**src/rtl/nes_mem_pkg.sv**
```systemverilog
// Shared types and defaults for the NES memory slot scheduler: phase constants,
// FSM and command encodings, and the runtime command priority rule.
package nes_mem_pkg;

  localparam int DEF_PHASES    = 6;
  localparam int DEF_MEM_PHASE = 0;
  localparam int DEF_NES_PHASE = 5;
  localparam int DEF_WAIT_LEN  = 8;

  typedef enum logic [1:0] {
    ST_LOAD     = 2'd0,
    ST_RUN      = 2'd1,
    ST_STALL    = 2'd2,
    ST_STEPWAIT = 2'd3
  } state_t;

  typedef enum logic [2:0] {
    CMD_NONE = 3'd0,
    CMD_RD_A = 3'd1,
    CMD_RD_B = 3'd2,
    CMD_WR   = 3'd3,
    CMD_REF  = 3'd4
  } cmd_t;

  // Write beats CPU read beats PPU read; an idle slot is spent on refresh.
  function automatic cmd_t nes_cmd(input logic wr, input logic rd_a, input logic rd_b);
    cmd_t c;
    if (wr) begin
      c = CMD_WR;
    end else if (rd_a) begin
      c = CMD_RD_A;
    end else if (rd_b) begin
      c = CMD_RD_B;
    end else begin
      c = CMD_REF;
    end
    return c;
  endfunction

endpackage

```
**src/rtl/nes_mem_slot_scheduler_phase_ctr.sv**
```systemverilog
// Slot phase counter: holds on stall, wraps after PHASES-1, and in step mode
// circulates through the wait phases until a latched step tick releases it.
module nes_phase_ctr
  import nes_mem_pkg::*;
#(
  parameter int PHASES   = DEF_PHASES,
  parameter int WAIT_LEN = DEF_WAIT_LEN
) (
  input  logic       clk,
  input  logic       reset,
  input  logic       clear,
  input  logic       hold,
  input  logic       step_mode,
  input  logic       step_tick,
  output logic [3:0] phase,
  output logic [3:0] phase_next
);

  localparam logic [3:0] LAST_RUN   = 4'(PHASES - 1);
  localparam logic [3:0] WAIT_FIRST = 4'(PHASES);
  localparam logic [3:0] WAIT_LAST  = 4'(PHASES + WAIT_LEN - 1);

  logic tick_r;
  logic tick_next;
  logic tick_seen;

  assign tick_seen = tick_r | step_tick;

  // Next phase and step-tick latch.
  always_comb begin
    phase_next = phase;
    tick_next  = tick_seen;
    if (clear) begin
      phase_next = 4'd0;
      tick_next  = 1'b0;
    end else if (hold) begin
      phase_next = phase;
    end else if (phase == LAST_RUN) begin
      phase_next = step_mode ? WAIT_FIRST : 4'd0;
    end else if (phase > LAST_RUN) begin
      if (!step_mode) begin
        phase_next = 4'd0;
      end else if (phase != WAIT_LAST) begin
        phase_next = phase + 4'd1;
      end else if (tick_seen) begin
        phase_next = 4'd0;
        tick_next  = 1'b0;
      end else begin
        phase_next = WAIT_FIRST;
      end
    end else begin
      phase_next = phase + 4'd1;
    end
  end

  // Phase and tick registers.
  always_ff @(posedge clk) begin
    if (reset) begin
      phase  <= 4'd0;
      tick_r <= 1'b0;
    end else begin
      phase  <= phase_next;
      tick_r <= tick_next;
    end
  end

endmodule

```
**src/rtl/nes_mem_slot_scheduler.sv**
```systemverilog
// Arbitrates the single MemoryController port between the loader (nes_en=0) and
// the NES core, issuing at most one registered command per NES slot.
module nes_mem_slot_scheduler
  import nes_mem_pkg::*;
#(
  parameter int PHASES    = DEF_PHASES,
  parameter int MEM_PHASE = DEF_MEM_PHASE,
  parameter int NES_PHASE = DEF_NES_PHASE,
  parameter int WAIT_LEN  = DEF_WAIT_LEN
) (
  input  logic        clk,
  input  logic        reset,
  input  logic        nes_en,
  input  logic        step_mode,
  input  logic        step_tick,
  input  logic        ld_write,
  input  logic        ld_refresh,
  input  logic [21:0] ld_addr,
  input  logic [7:0]  ld_data,
  input  logic        cpu_rd,
  input  logic        ppu_rd,
  input  logic        nes_wr,
  input  logic [21:0] nes_addr,
  input  logic [7:0]  nes_dout,
  input  logic        mc_busy,
  output logic        mc_read_a,
  output logic        mc_read_b,
  output logic        mc_write,
  output logic        mc_refresh,
  output logic [21:0] mc_addr,
  output logic [7:0]  mc_din,
  output logic        run_nes,
  output logic [3:0]  phase,
  output logic [15:0] stall_cnt,
  output logic [1:0]  err
);

  localparam logic [3:0] MEM_P      = 4'(MEM_PHASE);
  localparam logic [3:0] NES_P      = 4'(NES_PHASE);
  localparam logic [3:0] WAIT_FIRST = 4'(PHASES);

  state_t      state;
  cmd_t        cmd;
  logic [21:0] cmd_addr;
  logic [7:0]  cmd_din;
  logic [3:0]  phase_next;
  logic        nes_owns;
  logic        stall_now;

  // The LOAD->RUN transition cycle is not yet NES-owned, so phase 0 is seen in full.
  assign nes_owns  = nes_en && (state != ST_LOAD);
  assign stall_now = nes_owns && (phase == MEM_P) && mc_busy;

  nes_phase_ctr #(
    .PHASES   (PHASES),
    .WAIT_LEN (WAIT_LEN)
  ) u_phase_ctr (
    .clk        (clk),
    .reset      (reset),
    .clear      (!nes_owns),
    .hold       (stall_now),
    .step_mode  (step_mode),
    .step_tick  (step_tick),
    .phase      (phase),
    .phase_next (phase_next)
  );

  // Command selection for this cycle.
  always_comb begin
    cmd      = CMD_NONE;
    cmd_addr = nes_addr;
    cmd_din  = nes_dout;
    if (!nes_en) begin
      cmd_addr = ld_addr;
      cmd_din  = ld_data;
      if (ld_write) begin
        cmd = CMD_WR;
      end else if (ld_refresh) begin
        cmd = CMD_REF;
      end else begin
        cmd = CMD_NONE;
      end
    end else if (!nes_owns) begin
      cmd = CMD_NONE;
    end else if ((phase == MEM_P) && !mc_busy) begin
      cmd = nes_cmd(nes_wr, cpu_rd, ppu_rd);
    end else if (phase == WAIT_FIRST) begin
      cmd = CMD_REF;
    end else begin
      cmd = CMD_NONE;
    end
  end

  // FSM with registered command strobes, run enable, stall counter and sticky errors.
  always_ff @(posedge clk) begin
    if (reset) begin
      state      <= ST_LOAD;
      mc_read_a  <= 1'b0;
      mc_read_b  <= 1'b0;
      mc_write   <= 1'b0;
      mc_refresh <= 1'b0;
      mc_addr    <= 22'd0;
      mc_din     <= 8'd0;
      run_nes    <= 1'b0;
      stall_cnt  <= 16'd0;
      err        <= 2'b00;
    end else begin
      case (state)
        ST_LOAD: state <= nes_en ? ST_RUN : ST_LOAD;
        ST_RUN, ST_STALL, ST_STEPWAIT: begin
          if (!nes_en) begin
            state <= ST_LOAD;
          end else if (stall_now) begin
            state <= ST_STALL;
          end else if (phase_next >= WAIT_FIRST) begin
            state <= ST_STEPWAIT;
          end else begin
            state <= ST_RUN;
          end
        end
        default: state <= ST_LOAD;
      endcase

      mc_read_a  <= (cmd == CMD_RD_A);
      mc_read_b  <= (cmd == CMD_RD_B);
      mc_write   <= (cmd == CMD_WR);
      mc_refresh <= (cmd == CMD_REF);
      if (cmd != CMD_NONE) begin
        mc_addr <= cmd_addr;
        mc_din  <= cmd_din;
      end
      run_nes <= (phase_next == NES_P);

      if (stall_now && (stall_cnt != 16'hFFFF)) begin
        stall_cnt <= stall_cnt + 16'd1;
      end
      err <= err | {nes_en && (ld_write || ld_refresh), cpu_rd && ppu_rd};
    end
  end

endmodule

```
**config.mk**
```make
export PLATFORM = sky130hd
export DESIGN_NAME = nes_mem_slot_scheduler
export DESIGN_NICKNAME = d
export VERILOG_FILES = /design/src/rtl/nes_mem_pkg.sv /design/src/rtl/nes_mem_slot_scheduler_phase_ctr.sv /design/src/rtl/nes_mem_slot_scheduler.sv
export SDC_FILE = /design/constraint.sdc
export NUM_CORES = 1
export LEC_CHECK = 0
export ABC_CLOCK_PERIOD_IN_PS = 3900
export BUFFER_PORTS_ARGS = -buffer_cell sky130_fd_sc_hd__buf_4
export CAP_MARGIN = 20
export CORE_MARGIN = 10
export CORE_UTILIZATION = 35
export CTS_CLUSTER_DIAMETER = 50
export DETAILED_ROUTE_END_ITERATION = 10
export PLACE_DENSITY_LB_ADDON = 0.15
export RECOVER_POWER = 100
export SYNTH_ARGS = -nofsm -noshare
export SYNTH_HDL_FRONTEND = slang
export SYNTH_SLANG_ARGS = --single-unit
```
**constraint.sdc**
```tcl
create_clock -name clk -period 3.9 [get_ports clk]
set_input_delay 0.195 -clock clk [delete_from_list [all_inputs] [get_ports clk]]
set_output_delay 0.195 -clock clk [all_outputs]
set_load 0.01 [all_outputs]
```
==> qor.csv, run 1 <==
stage;metric;value;unit
logic_synthesis;Seq/Total Area, Yosys;0.383;
worst_setup_path;worst path bufs/invs;2;
sta;Slew Limit Fails;36;
worst_setup_path;crit-path leading delay family;compound AO/OA/AOI/OAI gates;
clock_network;Resized Gates After CTS;0;
placement;post-DP HPWL;6830;microns
clock_network;root buffer cell;clkbuf_8;
clock_network;# clock sinks;60;
min_path;Hold Startpoint;nes_wr;
grt;number of global-route vias before repair;2734;
sta;period utilization;0.757;
detailed_routing;routed via count;2786;
logic_synthesis;synthesized flop and latch total;60;
placement;Post-Place Worst Slack;1200;ps
min_path;end of the worst hold path;mc_read_a$_SDFF_PP0_;
worst_setup_path;CP dominant cell by count;a211oi_1;
die;core area;0.00872;sq mm
power;Net Switching;0.364;mW
power;internal power;1.07;mW
die;Initial Util;0.360;
worst_setup_path;CP Launch Type;flip-flop;
layout;Area Overhead vs Synth;26.8;%
sta;Achievable Freq;0.339;GHz
clock_network;Post-CTS Hold Fix Bufs;0;
sta;setup ws final;947;ps
clock_network;number of CTS-inserted buffers;9;
power;clock share of power;0.380;
logic_synthesis;compound-gate portion of the synthesized area;0.224;
logic_synthesis;Synth Cell Area;0.00314;sq mm
clock_network;clock latency at the later pin of the worst-skew pair;330;ps
power;Worst IR Drop VDD;0.182;mV
sta;Setup TNS;0;ps
clock_network;Reg clk slew, reported paths;60;ps
placement;Final GP Congestion;0.888;
logic_synthesis;yosys warns;0;
layout;layout cells sized above 1;0.268;
worst_setup_path;reg-to-reg critical path endpoint;mc_addr[15]$_SDFFE_PP0P_;
sta;Min Clock Period, post-route;2950;ps
logic_synthesis;Synth top cells by count;60 x dfxtp_1, 53 x nor2_1, 31 x a211oi_2, 31 x mux2i_1, 16 x a21oi_1;
layout;fin nets;514;
power;Comb power frac;0.160;
clock_network;CTS Buffer Depth;2;
grt;GR Util All Layers;0.131;
outcome;status;finished, violations left;
logic_synthesis;most common cell in the netlist;dfxtp_1;
sta;Hold Fails Final Rpt;0;
worst_setup_path;R2R setup slack;950;ps
logic_synthesis;Synth Area in Simple Gates;0.186;
placement;I/O Buffers;127;
logic_synthesis;Netlist cell types;51;
min_path;Min-Delay Path Class;input pin to flip-flop;
sta;RSZ-0062 raised after global routing;no;
worst_setup_path;critical path endpoint category;flip-flop;
logic_synthesis;post-synthesis cell count;320;
sta;final number of setup-violating endpoints;0;
die;die area;0.0131;sq mm
detailed_routing;residual DRC count;0;
detailed_routing;Starting DRT DRC Count;108;
clock_network;CTS tree;built;
detailed_routing;WL/cell;16.3;microns
logic_synthesis;multiplexer share of the synthesized area;0.0990;
die;row cnt;34;
worst_setup_path;crit-path cells;inv_1, ha_1, or3b_1, a211oi_1, o21bai_2, buf_4, nor2_1, a211oi_1;
logic_synthesis;ys flop type;dfxtp_1;
power;switching share of power;0.253;
logic_synthesis;top cell type's share of synthesized area;0.383;
worst_setup_path;Crit path required time;4130;ps
sta;Worst-Margin Slew;1570;ps
worst_setup_path;critical path's slowest cell;o21bai_2;
clock_network;post-CTS setup buffer count;0;
logic_synthesis;Mean Syn Cell Area;9.80;sq um
min_path;hold depth;2;
sta;worst clock skew;8.07;ps
die;Chip Height;115;microns
layout;Layout fillers;907;
detailed_routing;DR vias/cell;5.07;
worst_setup_path;reg2reg path depth;8;
logic_synthesis;XOR/XNOR Fraction of Synth Area;0.0279;
logic_synthesis;EDFF count, synth;0;
worst_setup_path;WS Path Type;flip-flop to flip-flop;
worst_setup_path;worst path arrival time;3190;ps
detailed_routing;TritonRoute pass-1 iters;6;
logic_synthesis;cell accounting for the most synthesized area;dfxtp_1;
power;power per cell area;362;mW/mm^2
logic_synthesis;Synth Area in Adders;0.0200;
worst_setup_path;CP peak stage delay;650;ps
die;die width;115;microns
sta;Slew HR;-0.0479;
power;Leak;1.62;nW
logic_synthesis;largest cells by area after synthesis;dfxtp_1 38%, a211oi_2 12%, mux2i_1 9.9%;
logic_synthesis;largest family of logic cells by synthesized area;compound AO/OA/AOI/OAI gates;
outcome;violated checks;max-capacitance violations, max-slew violations;
worst_setup_path;CP Max Fanout;35;
grt;GRT overflow;0;
worst_setup_path;reg2reg start;u_phase_ctr.phase[0]$_SDFF_PP0_;
grt;initial antenna violation count;0;
flow_run;max-cap violation count;1;
logic_synthesis;ys async rst share;0;
layout;Antenna Cells;0;
grt;global-route wire length before repair;13800;microns
logic_synthesis;Post-Syn Nets;396;
grt;largest net degree at the start of global routing;53;
detailed_routing;final WL;8960;microns
die;IO Pins;128;
power;sequential share of power;0.460;
clock_network;CTS H-tree depth;3;
detailed_routing;Post-DRT Antenna Nets;0;
## power by group through the flow
stage               registers (mW)  clock network [mW]  logic (mW)
floorplan                    0.688                   0       0.130
global placement             0.674                   0       0.260
detailed placement           0.675                   0       0.264
CTS                          0.662               0.560       0.264
global route                 0.665               0.601       0.254
finish                       0.661               0.546       0.231
## metal layers
layer / vias up / global-route usage / part of all wire
met2: 81 / 0.203 / 0.45
li1: 1398 / - / -
met1: 1297 / 0.165 / 0.47
met3: 10 / 0.0398 / 0.063
met5: - / 0 / 0
met4: 0 / 0.0485 / 0.013
## cell usage in the layout, fill, tap and decap left out, types with 3 or more instances in the layout
| cell | synthesis | layout |
|---|---|---|
| mux2i_1 | 31 | 31 |
| nand4_1 | 3 | 3 |
| nor4_1 | 2 | 4 |
| nand3_1 | 7 | 7 |
| o31ai_1 | 3 | 3 |
| ha_1 | 5 | 5 |
| a21oi_1 | 16 | 16 |
| a211oi_2 | 31 | 27 |
| clkbuf_1 | 9 | 58 |
| xnor2_1 | 3 | 3 |
| dfxtp_1 | 60 | 60 |
| o211ai_1 | 5 | 5 |
| and3_1 | 3 | 3 |
| o21ai_0 | 10 | 12 |
| nor2_1 | 53 | 54 |
| buf_4 | 3 | 71 |
| xor2_1 | 7 | 7 |
| nand2_1 | 10 | 10 |
| a211oi_1 | 0 | 4 |
| clkbuf_8 | 2 | 11 |
| nor3_1 | 4 | 4 |
| inv_1 | 8 | 8 |
## kinds of logic after synthesis
logic type | count (synthesis)
XOR/XNOR | 10
multiplexers | 31
AO/OA/AOI/OAI | 79
buffers and inverters | 29
AND/OR/NAND/NOR | 106
adder cells (fa/ha/maj) | 5
flip-flops | 60
## worst max-delay path by stage
stage                                          end  cells after the start  slack (ps)                             from
final                     mc_addr[15]$_SDFFE_PP0P_                      8         950  u_phase_ctr.phase[0]$_SDFF_PP0_
after global routing      mc_addr[15]$_SDFFE_PP0P_                      8         670  u_phase_ctr.phase[0]$_SDFF_PP0_
after CTS                 mc_addr[15]$_SDFFE_PP0P_                      8        1180  u_phase_ctr.phase[0]$_SDFF_PP0_
after detailed placement  mc_addr[15]$_SDFFE_PP0P_                      8        1200  u_phase_ctr.phase[0]$_SDFF_PP0_
after global placement    mc_addr[17]$_SDFFE_PP0P_                      8        1330  u_phase_ctr.phase[0]$_SDFF_PP0_
after floorplan            mc_addr[0]$_SDFFE_PP0P_                      8        1940  u_phase_ctr.phase[0]$_SDFF_PP0_
## metrics by stage
step                      cells  total power, mW  area, sq um  hold slack [ps]   util
final                       549             1.44         3980             64.8  0.456
after global routing        549             1.52         3980             47.0  0.456
after CTS                   549             1.49         4270             53.7  0.489
after detailed placement    535            0.939         4080              398  0.467
after global placement      535            0.934         4080              400  0.467
after floorplan             320            0.819         3140              272      -
## final cells by class
type,instances,area (sq um),area share
clock buffer,12,155,0.0390
multi-input combinational,231,1670,0.421
tap,108,135,0.0340
inverter,8,30.0,0.00755
timing repair buffer,128,747,0.188
sequential,60,1200,0.302
clock inverter,2,35.0,0.00881
## worst register-to-register path: stages, from the launching register on
cell and delay (ps):
dfxtp_1 370, inv_1 120, ha_1 270, or3b_1 380, a211oi_1 260, o21bai_2 650
buf_4 490, nor2_1 90, a211oi_1 230
## flip-flops by register name, summed over array words and instances (netlist names)
| name | flops |
|---|---|
| mc_refresh | 1 |
| mc_read_b | 1 |
| mc_read_a | 1 |
| state | 2 |
| err | 2 |
| mc_din | 8 |
| u_phase_ctr.phase | 4 |
| run_nes | 1 |
| u_phase_ctr.tick_r | 1 |
| mc_addr | 22 |
| mc_write | 1 |
| stall_cnt | 16 |
No activity file was read; power rests on OpenSTA's default activity.
==> inputs of run 2 (changes only) <==
--- a/config.mk
+++ b/config.mk
@@ -5,7 +5,7 @@
 export SDC_FILE = /design/constraint.sdc
 export NUM_CORES = 1
 export LEC_CHECK = 0
-export ABC_CLOCK_PERIOD_IN_PS = 3900
+export ABC_CLOCK_PERIOD_IN_PS = 2400
 export BUFFER_PORTS_ARGS = -buffer_cell sky130_fd_sc_hd__buf_4
 export CAP_MARGIN = 20
 export CORE_MARGIN = 10
==> constraint.sdc (replaced) <==
create_clock -name clk -period 2.4 [get_ports clk]
set_input_delay 0.12 -clock clk [delete_from_list [all_inputs] [get_ports clk]]
set_output_delay 0.12 -clock clk [all_outputs]
set_load 0.01 [all_outputs]
==> run 2 against run 1 <==
Compared with the run above:
- the flow now finishes without violations
- global-route usage is 0.11 points higher
- first-iteration DRC count is 25% higher
- clock-buffer cell count stayed put
- hold slack better by 0.54 ps
- highest routed layer unchanged
- via count is 1.9% lower
==> qor.csv, run 2 (same netlist as run 1, synthesis figures left out) <==
stage;metric;value;unit
detailed_routing;DR vias/cell;4.91;
worst_setup_path;crit-path leading delay family;compound AO/OA/AOI/OAI gates;
power;clock share of power;0.384;
die;row cnt;34;
sta;Worst-Margin Slew;1000;ps
sta;final hold slack;65.3;ps
grt;number of global-route vias before repair;2737;
detailed_routing;Post-DRT Antenna Nets;0;
worst_setup_path;worst path bufs/invs;2;
die;core area;0.00872;sq mm
clock_network;root buffer cell;clkbuf_8;
worst_setup_path;Crit path required time;2640;ps
flow_run;max-cap violation count;0;
placement;Placed Cells;540;
die;Chip Height;115;microns
clock_network;Resized Gates After CTS;0;
power;Comb power frac;0.166;
grt;global-route wire length before repair;14100;microns
worst_setup_path;crit-path cells;inv_1, ha_1, or3b_1, a211oi_2, o21bai_4, buf_12, nor2_1, a211oi_1;
grt;initial antenna violation count;0;
sta;Min Clock Period, post-route;2180;ps
layout;Biggest register;mc_addr;
clock_network;# clock sinks;60;
worst_setup_path;critical path's slowest cell;or3b_1;
clock_network;CTS Buffer Depth;2;
sta;RSZ-0062 raised after global routing;no;
sta;final number of setup-violating endpoints;0;
worst_setup_path;WS Path Type;flip-flop to flip-flop;
power;Net Switching;0.616;mW
clock_network;Post-CTS Hold Fix Bufs;1;
power;power per cell area;580;mW/mm^2
outcome;status;finished, final reports clean;
detailed_routing;final WL;9040;microns
grt;GRT overflow;0;
sta;Achievable Freq;0.459;GHz
sta;period utilization;0.907;
layout;Antenna Cells;0;
placement;post-DP HPWL;6920;microns
power;switching share of power;0.258;
clock_network;Reg clk slew, reported paths;60;ps
clock_network;post-CTS setup buffer count;0;
sta;Slew HR;0.332;
sta;worst clock skew;4.93;ps
power;sequential share of power;0.450;
worst_setup_path;CP Launch Type;flip-flop;
sta;Setup TNS;0;ps
worst_setup_path;Levels on crit path;8;
clock_network;CTS H-tree depth;3;
sta;Hold Fails Final Rpt;0;
die;die width;115;microns
min_path;Min-Delay Path Class;input pin to flip-flop;
power;Worst IR Drop VDD;0.221;mV
clock_network;clock latency at the later pin of the worst-skew pair;330;ps
grt;largest net degree at the start of global routing;52;
sta;Slew Limit Fails;0;
layout;fin nets;520;
layout;Layout fillers;886;
die;Initial Util;0.360;
layout;max FFs per register;22;
detailed_routing;WL/cell;16.2;microns
worst_setup_path;worst path arrival time;2410;ps
placement;Final GP Congestion;0.865;
worst_setup_path;reg2reg path depth;8;
grt;GR Util All Layers;0.132;
clock_network;CTS tree;built;
die;IO Pins;128;
worst_setup_path;CP peak stage delay;380;ps
layout;Area Overhead vs Synth;31.1;%
layout;commonest non-fill, non-tap cell in the layout;buf_4;
detailed_routing;TritonRoute pass-1 iters;4;
layout;layout cells sized above 1;0.290;
detailed_routing;routed via count;2733;
layout;Largest regs;mc_addr (22), stall_cnt (16), mc_din (8);
layout;post-route insts no fill;557;
power;internal power;1.77;mW
placement;I/O Buffers;127;
detailed_routing;Starting DRT DRC Count;135;
clock_network;number of CTS-inserted buffers;9;
min_path;hold depth;3;
worst_setup_path;critical path endpoint category;flip-flop;
placement;placed cell area;0.00414;sq mm
layout;leading cell types in the layout, fill and taps excluded;73 x buf_4, 60 x dfxtp_1, 58 x clkbuf_1, 53 x nor2_1, 31 x mux2i_1;
worst_setup_path;CP Max Fanout;22;
power;Leak;1.67;nW
die;die area;0.0131;sq mm
layout;fin area;0.00411;sq mm
detailed_routing;residual DRC count;0;
-- run 2: cell types whose count changed in the layout (fill, tap and decap cells not counted), sizes merged --
| cell | previous run | this run |
|---|---|---|
| clkbuf | 69 | 70 |
| dlygate4sd3 | 0 | 1 |
| clkinv | 1 | 2 |
| clkinvlp | 0 | 1 |
| buf | 71 | 75 |
-- run 2: metal layers --
| layer | vias to the layer above | wire length [microns] | part of all wire | global-route usage |
|---|---|---|---|---|
| met5 | - | 0 | 0 | 0 |
| met4 | 0 | 76 | 0.0084 | 0.0376 |
| li1 | 1415 | - | - | - |
| met1 | 1231 | 4390 | 0.49 | 0.163 |
| met3 | 4 | 585 | 0.065 | 0.0487 |
| met2 | 83 | 3990 | 0.44 | 0.208 |
-- run 2: path summary, 6_finish.rpt --
kind / slack, ps / from / end
hold reg to reg: 450 / err[1]$_SDFF_PP0_ / err[1]$_SDFF_PP0_
setup reg to reg: 220 / u_phase_ctr.phase[0]$_SDFF_PP0_ / mc_din[2]$_SDFFE_PP0P_
setup / recovery: 220 / u_phase_ctr.phase[0]$_SDFF_PP0_ / mc_din[2]$_SDFFE_PP0P_
hold / removal: 70 / ppu_rd / err[0]$_SDFF_PP0_
-- run 2: worst reg2reg max path: stages, from the launching register on --
cell	delay, ps
dfxtp_1	370
inv_1	120
ha_1	160
or3b_1	390
a211oi_2	270
o21bai_4	300
buf_12	230
nor2_1	60
a211oi_1	200
-- run 2: area by class of cell --
cell class                      count  area, sq um  share of cell area
Multi-Input combinational cell    231         1720               0.419
Clock buffer                       12          155              0.0377
Timing Repair Buffer              134          817               0.199
Clock inverter                      4         47.5              0.0116
Inverter                            8         30.0             0.00731
Tap cell                          108          135              0.0329
Sequential cell                    60         1200               0.292
-- run 2: power groups by stage --
stage	Clock (mW)	Sequential (mW)	Combinational [mW]
6_report	0.916	1.07	0.396
5_1_grt	1.01	1.08	0.434
4_1_cts	0.961	1.07	0.444
3_5_place_dp	0	1.10	0.442
3_3_place_gp	0	1.10	0.434
2_1_floorplan	0	1.12	0.212
-- run 2: stage by stage --
stage,util,power [mW],setup WS [ps]
2_1_floorplan,-,1.33,444
3_3_place_gp,0.474,1.53,309
3_5_place_dp,0.474,1.54,234
4_1_cts,0.499,2.48,210
5_1_grt,0.471,2.52,22.7
6_report,0.471,2.38,223
==> inputs of run 3 (changes only) <==
--- a/config.mk
+++ b/config.mk
@@ -8,7 +8,6 @@
 export ABC_CLOCK_PERIOD_IN_PS = 2400
 export BUFFER_PORTS_ARGS = -buffer_cell sky130_fd_sc_hd__buf_4
 export CAP_MARGIN = 20
-export CORE_MARGIN = 10
 export CORE_UTILIZATION = 35
 export CTS_CLUSTER_DIAMETER = 50
 export DETAILED_ROUTE_END_ITERATION = 10
==> run 3 against run 2 <==
Compared with the run above:
- critical path depth down 1
- flip-flop and latch count unchanged
- register-to-register slack worse by 20 ps
- via count up 1.9%
- cell count down 0.36%
- routed wire length down 14%
- final area unchanged
- clock skew up 2.3 ps
- sequential power about the same
==> qor.csv, run 3 (same netlist as run 1, synthesis figures left out) <==
stage;metric;value;unit
outcome;status;finished, final reports clean;
placement;I/O Buffers;127;
worst_setup_path;CP Launch Type;flip-flop;
layout;sequential cell area;0.00120;sq mm
placement;placed cell area;0.00413;sq mm
power;sequential share of power;0.455;
power;Worst IR Drop VDD;0.288;mV
sta;Slew Limit Fails;0;
detailed_routing;Post-DRT Antenna Nets;0;
sta;Worst-Margin Slew;1400;ps
grt;initial antenna violation count;0;
sta;final number of setup-violating endpoints;0;
detailed_routing;final WL;7790;microns
flow_run;max-cap violation count;0;
die;core area;0.00868;sq mm
die;Initial Util;0.361;
detailed_routing;routed via count;2785;
power;Net Switching;0.596;mW
layout;Biggest register;mc_addr;
layout;leading cell types in the layout, fill and taps excluded;72 x buf_4, 60 x dfxtp_1, 58 x clkbuf_1, 53 x nor2_1;
sta;Achievable Freq;0.455;GHz
sta;RSZ-0062 raised after global routing;no;
layout;Multi-input gate area;0.00174;sq mm
power;internal power;1.76;mW
sta;worst clock skew;7.21;ps
grt;number of global-route vias before repair;2717;
power;clock share of power;0.378;
sta;period utilization;0.916;
layout;commonest non-fill, non-tap cell in the layout;buf_4;
layout;Area Overhead vs Synth;31.1;%
power;switching share of power;0.253;
layout;fin nets;520;
sta;setup ws final;201;ps
sta;Setup TNS;0;ps
placement;Placed Cells;539;
worst_setup_path;worst path arrival time;2430;ps
clock_network;CTS H-tree depth;3;
placement;Final GP Congestion;0.854;
detailed_routing;Starting DRT DRC Count;106;
grt;largest net degree at the start of global routing;52;
layout;final core utilization;0.474;
layout;fin area;0.00411;sq mm
detailed_routing;residual DRC count;0;
clock_network;# clock sinks;60;
clock_network;CTS Buffer Depth;2;
sta;final hold slack;40.3;ps
die;IO Pins;128;
sta;Hold Fails Final Rpt;0;
grt;GR Util All Layers;0.171;
layout;Antenna Cells;0;
clock_network;number of CTS-inserted buffers;9;
layout;Largest regs;mc_addr (22), stall_cnt (16), mc_din (8);
layout;layout cells sized above 1;0.293;
power;total power;2.36;mW
power;Leak;1.67;nW
die;die width;96.7;microns
clock_network;CTS tree;built;
grt;GRT overflow;0;
die;row cnt;34;
layout;Layout fillers;894;
detailed_routing;TritonRoute pass-1 iters;4;
detailed_routing;WL/cell;14.0;microns
layout;post-route insts no fill;555;
power;power per cell area;574;mW/mm^2
sta;Slew HR;0.0691;
clock_network;root buffer cell;clkbuf_8;
die;Chip Height;96.7;microns
grt;global-route wire length before repair;13200;microns
min_path;Min-Delay Path Class;input pin to flip-flop;
clock_network;clock latency at the later pin of the worst-skew pair;330;ps
worst_setup_path;CP Max Fanout;7;
power;Comb power frac;0.167;
placement;Post-Place Worst Slack;102;ps
sta;Min Clock Period, post-route;2200;ps
placement;post-DP HPWL;5810;microns
layout;max FFs per register;22;
worst_setup_path;critical path endpoint category;flip-flop;
worst_setup_path;WS Path Type;flip-flop to flip-flop;
detailed_routing;DR vias/cell;5.02;
die;die area;0.00934;sq mm
worst_setup_path;Crit path required time;2630;ps
clock_network;Reg clk slew, reported paths;60;ps
## run 3: critical path, cell delays in order, from the launching register on
cell	delay (ps)
dfxtp_1	370
inv_1	130
ha_2	260
nand4bb_4	180
nor4_4	360
o21ai_0	230
or4_1	430
a21oi_1	150
## run 3: timing repair
item | in CTS | in global routing
endpoints found under the hold margin | 1 | 0
resized for setup | 0 | 1
endpoints found under the setup margin | 0 | 25
setup buffers | 0 | 1
hold buffers | 1 | 0
## run 3: worst paths after layout
path / startpoint / end / slack (ps) / cells past startpoint
hold reg to reg: err[1]$_SDFF_PP0_ / err[1]$_SDFF_PP0_ / 470 / 2
setup / recovery: u_phase_ctr.phase[0]$_SDFF_PP0_ / stall_cnt[15]$_SDFFE_PP0P_ / 200 / 7
hold / removal: ppu_rd / err[0]$_SDFF_PP0_ / 40 / 3
setup reg to reg: u_phase_ctr.phase[0]$_SDFF_PP0_ / stall_cnt[15]$_SDFFE_PP0P_ / 200 / 7
## run 3: final cells by class
cell class | count | area share
clock buffer | 12 | 0.0377
timing repair buffer | 134 | 0.199
sequential | 60 | 0.292
inverter | 8 | 0.00731
tap | 108 | 0.0329
clock inverter | 2 | 0.00852
multi-input combinational | 231 | 0.423
## run 3: power by group through the flow
stage / registers (mW) / clock network, mW / logic [mW]
after floorplan: 1.12 / 0 / 0.212
after global placement: 1.10 / 0 / 0.427
after detailed placement: 1.10 / 0 / 0.434
after CTS: 1.07 / 0.928 / 0.436
after global routing: 1.08 / 0.969 / 0.433
final: 1.07 / 0.891 / 0.394
## run 3: per-layer routing
layer,share of wire,vias to the layer above,track usage
li1,-,1414,-
met1,0.48,1269,0.226
met2,0.44,96,0.270
met3,0.064,6,0.0484
met4,0.0082,0,0.0517
met5,0,-,0
